$ cat config.mk
export PLATFORM = sky130hd
export DESIGN_NAME = alu_seq_responder
export DESIGN_NICKNAME = d
export VERILOG_FILES = /design/src/rtl/alu_seq_responder.sv
export SDC_FILE = /design/constraint.sdc
export NUM_CORES = 1
export LEC_CHECK = 0
export CAP_MARGIN = 40
export CORE_UTILIZATION = 50
export DETAILED_ROUTE_END_ITERATION = 8
export PLACE_DENSITY_LB_ADDON = 0.15
export SYNTH_ARGS = -nofsm -noshare
export SYNTH_HDL_FRONTEND = slang
export SYNTH_SLANG_ARGS = --single-unit
$ cat constraint.sdc
create_clock -name clk -period 4.48 [get_ports clk]
set_input_delay 0.448 -clock clk [delete_from_list [all_inputs] [get_ports clk]]
set_output_delay 0.448 -clock clk [all_outputs]
set_load 0.03 [all_outputs]
$ cat src/rtl/alu_seq_responder.sv
// alu_seq_responder: handshaked 8-bit ALU, single-cycle logic/add/sub/shift,
// 8-cycle shift-add multiply and restoring divide. Optional ALU_PERF_CNT_EN.
//   clk, rst_n         : clock, async active-low reset
//   req_valid/ready    : request handshake; req_a, req_b operands, req_sel opcode
//   rsp_valid/ready    : response handshake; rsp_result, rsp_carry, rsp_err
//   op_count           : (ALU_PERF_CNT_EN only) saturating handoff count
module alu_seq_responder #(
  parameter int DW   = 8,
  parameter int ITER = 8
) (
  input  logic            clk,
  input  logic            rst_n,
  input  logic            req_valid,
  output logic            req_ready,
  input  logic [DW-1:0]   req_a,
  input  logic [DW-1:0]   req_b,
  input  logic [3:0]      req_sel,
  output logic            rsp_valid,
  input  logic            rsp_ready,
  output logic [2*DW-1:0] rsp_result,
  output logic            rsp_carry,
  output logic            rsp_err
`ifdef ALU_PERF_CNT_EN
  ,
  output logic [15:0]     op_count
`endif
);

  localparam logic [1:0] IDLE = 2'd0;
  localparam logic [1:0] EXEC = 2'd1;
  localparam logic [1:0] DONE = 2'd2;

  logic [1:0]      state;
  logic [DW-1:0]   a_q;
  logic [DW-1:0]   b_q;
  logic            div_q;
  logic [2*DW-1:0] acc;
  logic [2:0]      cnt;

  assign req_ready = (state == IDLE);
  assign rsp_valid = (state == DONE);

  // single-cycle datapath, evaluated on the live request
  logic [DW:0]     sum9;
  logic [DW:0]     dif9;
  logic [2*DW-1:0] s_res;
  logic            s_cy;
  logic            s_err;
  logic            is_iter;

  assign sum9 = {1'b0, req_a} + {1'b0, req_b};
  assign dif9 = {1'b0, req_a} - {1'b0, req_b};
  assign is_iter = (req_sel == 4'b0010) || (req_sel == 4'b0011);

  always_comb begin
    s_res = '0;
    s_cy  = 1'b0;
    s_err = 1'b0;
    unique case (req_sel)
      4'b0000: begin
        s_res = {8'h00, sum9[DW-1:0]};
        s_cy  = sum9[DW];
      end
      4'b0001: begin
        s_res = {8'h00, dif9[DW-1:0]};
        s_cy  = dif9[DW];
      end
      4'b0100: s_res = {8'h00, req_a & req_b};
      4'b0101: s_res = {8'h00, req_a | req_b};
      4'b0110: s_res = {8'h00, req_a ^ req_b};
      4'b0111: s_res = {8'h00, ~req_a};
      4'b1000: begin
        s_res = {8'h00, req_a[DW-2:0], 1'b0};
        s_cy  = req_a[DW-1];
      end
      4'b1001: begin
        s_res = {8'h00, 1'b0, req_a[DW-1:1]};
        s_cy  = req_a[0];
      end
      4'b0010, 4'b0011: s_res = '0;
      default: s_err = 1'b1;
    endcase
  end

  // one iteration of multiply or divide
  logic [2*DW-1:0] mul_add;
  logic [2*DW-1:0] acc_mul;
  logic [DW:0]     rem_t;
  logic            ge;
  logic [DW-1:0]   rem_n;
  logic [2*DW-1:0] acc_div;
  logic [2*DW-1:0] acc_nx;

  assign mul_add = {8'h00, a_q} << cnt;
  assign acc_mul = b_q[cnt] ? acc + mul_add : acc;

  // acc = {remainder, dividend/quotient}; shift one dividend bit in
  assign rem_t   = {acc[2*DW-1:DW], acc[DW-1]};
  assign ge      = (rem_t >= {1'b0, b_q});
  assign rem_n   = ge ? DW'(rem_t - {1'b0, b_q})
                      : rem_t[DW-1:0];
  assign acc_div = {rem_n, acc[DW-2:0], ge};
  assign acc_nx  = div_q ? acc_div : acc_mul;

  always_ff @(posedge clk or negedge rst_n) begin
    if (!rst_n) begin
      state      <= IDLE;
      a_q        <= '0;
      b_q        <= '0;
      div_q      <= 1'b0;
      acc        <= '0;
      cnt        <= '0;
      rsp_result <= '0;
      rsp_carry  <= 1'b0;
      rsp_err    <= 1'b0;
    end else begin
      unique case (state)
        IDLE: begin
          if (req_valid) begin
            a_q <= req_a;
            b_q <= req_b;
            if (is_iter) begin
              state <= EXEC;
              cnt   <= '0;
              div_q <= req_sel[0];
              acc   <= req_sel[0] ? {8'h00, req_a} : '0;
            end else begin
              state      <= DONE;
              rsp_result <= s_res;
              rsp_carry  <= s_cy;
              rsp_err    <= s_err;
            end
          end
        end
        EXEC: begin
          acc <= acc_nx;
          cnt <= cnt + 3'd1;
          if (cnt == 3'(ITER - 1)) begin
            state      <= DONE;
            rsp_result <= acc_nx;
            rsp_carry  <= 1'b0;
            rsp_err    <= div_q && (b_q == '0);
          end
        end
        DONE: begin
          if (rsp_ready) state <= IDLE;
        end
        default: state <= IDLE;
      endcase
    end
  end

`ifdef ALU_PERF_CNT_EN
  always_ff @(posedge clk or negedge rst_n) begin
    if (!rst_n) begin
      op_count <= '0;
    end else if (rsp_valid && rsp_ready &&
                 op_count != 16'hFFFF) begin
      op_count <= op_count + 16'd1;
    end
  end
`endif

endmodule

==> metrics.md <==
| Metric | Value |
|---|---|
| Pwr/cell area | 721 mW/mm^2 |
| Post-CTS Setup Inserts | 0 |
| Routed via count | 5768 |
| Diode count | 0 |
| Mapped cell area | 0.00579 sq mm |
| Fill cells | 1011 |
| Critical Path Max Stage Delay | 0.76 ns |
| Syn_nets | 805 |
| MaxCap Viol Count | 0 |
| Hold Vio Cnt, Final | 0 |
| CP Class | flop to flop |
| CP cell instances | mux2_2 > nor2_1 > a21oi_1 > nor2_1 > a21oi_1 > ha_1 > a211oi_1 > o32a_1 > o21ai_0 > o211a_1 > o21ba_2 > o41ai_1 |
| Final core utilization | 58.0% |
| Most frequent cells in the layout | 69 x nand2_1, 64 x nor2_1, 56 x dfrtp_1 |
| Non-filler cells, final | 883 |
| Routability cong. | 0.945 |
| PnR Total Power | between 4 and 5 mW |
| Final setup viols | 0 |
| Clock Tree Root | clkbuf_16 |
| YS warnings | 0 |
| Mapped Cells | 727 |
| CP Capture Type | flop |
| Worst skew pair latency | 0.31 ns |
| CTS tree | done |
| Layout Nets | 821 |
| Max Slew Vio Count | 0 |
| Largest net degree at the start of global routing | 57 |
| Post-Route Setup TNS | 0 ns |
| Die Wd | 110 microns |
| EDFF count, synth | 0 |
| Drc violations | 0 |
| Vias in the first global route | 5272 |
| CP max FO | 16 |
| Routed len/inst | a little over 20 microns |
| Share of cells above drive strength 1 | about 7.9% |
| Hold buffers post-CTS | 0 |
| Top_reg_cell synth | dfrtp_1 |
| Die height | 110 microns |
| CTS clk-pin slew, worst paths | 0.08 ns |
| Core Rows | 38 |
| RSZ-0062 raised after global routing | no |
| Reg-to-reg slack, setup | 0.82 ns |
| Crit share post-route | 81.7% |
| Maximum clock frequency | approximately 270 MHz |
| Worst-margin pin slew | 0.861 ns |
| Drt pass-1 iters | 8 |
| Sequential element share of the synthesized area | 24.2% |
| Post-DR vias/cell | 6.53 |
| Status | finished, final reports clean |
| Clock sink total | 56 |
| Routed WL | 17800 microns |
| Skew final | between 0.01 and 0.015 ns |
| Average size of a mapped cell | 7.97 sq um |
| # port buffers | 43 |
| Initial antenna violation count | 0 |
| Post-route antenna net violation count | 0 |
| Async set-or-reset flop fraction in the synthesized netlist | 100% |
| IO Pins | 44 |
| Seq cells post-synth | 56 |
| Core ar. | approximately 0.011 sq mm |
| Die ar. | 0.0120 sq mm |
| Post-CTS Resized | 0 |
| CTS max path bufs | 2 |
| First-pass GRT wire length | 28400 microns |
| Relative slew slack | between 40% and 50% |
| Leakage | 2.82 nW |
| Detail Placement HPWL | between 10000 and 15000 microns |
| DP Area | 0.00629 sq mm |
| Area Growth Syn to Fin | 11.0% |
| Hold Path Class | input pin to async pin |
| Num CTS Buffers | 5 |
| Critical Path RT | 4.67 ns |
| Startpoint types | flop |
| Placed Cells incl. Taps | 876 |
| Minimum clock period | 3.66 ns |
| Total grt overflow | 0 |
| Arr. time, crit path | 3.85 ns |
| Design Area, Final | about 0.0064 sq mm |
| Initial Utilization | 52.3% |
| Crit-path slowest cell | dfrtp_1 |
| 1st-iter DRT viols | 540 |
| Most common cell after layout, fill and taps aside | nand2_1 |
| Worst vdd ir | 0.522 mV |
| H-tree depth | 2 |
| Total GRT Usage | roughly a third |
| Synth unique cells | 79 |
==> through the flow <==
step,setup slack [ns],hold WS (ns)
after floorplan,1.12,0.152
after global routing,0.517,0.360
after detailed placement,0.892,0.473
after global placement,0.920,0.465
final,0.819,0.284
after CTS,0.849,0.321
==> cells by family after synthesis <==
| family | share of synthesized area, % |
|---|---|
| AOI/OAI and AO/OA | 30.7 |
| and+or+nand+nor | 18.6 |
| buffers and inverters | 6.46 |
| DFF | 24.2 |
| adders and majority gates | 12.2 |
| muxes | 6.68 |
| xor gates and xnor gates | 1.21 |
==> path summary, 6_finish.rpt <==
path                               start  cells past startpoint       endpoint
hold reg to reg            rsp_result[8]                      2  rsp_result[8]
setup / recovery                  cnt[0]                     12        acc[12]
hold / removal                     rst_n                      2       state[1]
setup reg to reg                  cnt[0]                     12        acc[12]
min in group clk           rsp_result[8]                      2  rsp_result[8]
max in group asynchronous          rst_n                      2        acc[12]
==> report_power, final <==
part	leakage, nW	switching, mW	total (mW)	internal [mW]
clock network	0.0657	0.195	0.399	0.204
logic	2.06	1.94	3.25	1.31
registers	0.692	0.278	0.985	0.707
total	2.82	2.41	4.63	2.22
==> worst max-delay path: cells and delay by family (launching register included) <==
family,cells,cell delay (ns)
compound gates,8,1.75
fa+ha+maj,1,0.38
flops,1,0.76
mux,1,0.43
simple gates,2,0.21
==> final cells by class <==
type                            count  area (sq um)  area share, %
Inverter                           44           165           2.57
Tap cell                          140           175           2.73
Sequential cell                    56          1400           21.8
Multi-Input combinational cell    580          4020           62.5
Timing Repair Buffer               56           531           8.26
Clock inverter                      2          12.5          0.195
Clock buffer                        5           125           1.95
==> synthesized netlist by cell type, types with 4 or more instances <==
cell	n	area share, %
nor4_1	7	0.76
or2_2	5	0.54
a41o_1	4	0.69
o21ai_0	53	4.6
nand3_1	9	0.78
a221oi_1	9	1.4
o31ai_1	8	1.0
buf_1	6	0.39
a211oi_1	16	2.1
nor3_1	17	1.5
and2_1	5	0.54
or3_1	4	0.43
o21a_1	9	1.2
mux2i_1	15	2.6
o211ai_1	5	0.65
a21oi_1	49	4.2
or4_1	4	0.52
a21o_1	12	1.6
nor2_1	64	4.1
o41ai_1	4	0.60
buf_2	6	0.52
and3_1	8	0.86
mux2_2	19	3.7
a22oi_1	4	0.52
a22o_1	6	0.91
xnor2_1	7	1.1
nor2b_1	7	0.76
inv_1	43	2.8
clkbuf_1	30	1.9
o21ai_1	4	0.35
o22ai_1	8	0.86
nand2_1	69	4.5
ha_1	50	11
fa_1	4	1.4
a31oi_1	13	1.4
nand2b_1	14	1.5
dfrtp_1	56	24
==> per-layer routing <==
metal,GRT usage [%],wire [microns],vias up
met2,46.8,7810,243
met4,9.62,393,0
li1,-,-,2727
met5,0,0,-
met1,46.5,8380,2770
met3,4.39,1190,28
==> flip-flops by register name (all words and copies together) (netlist names) <==
| name | flops |
|---|---|
| rsp_carry | 1 |
| cnt | 3 |
| acc | 16 |
| a_q | 8 |
| rsp_err | 1 |
| state | 2 |
| b_q | 8 |
| rsp_result | 16 |
| div_q | 1 |
Note: power is estimated with default switching activity, not from simulation.
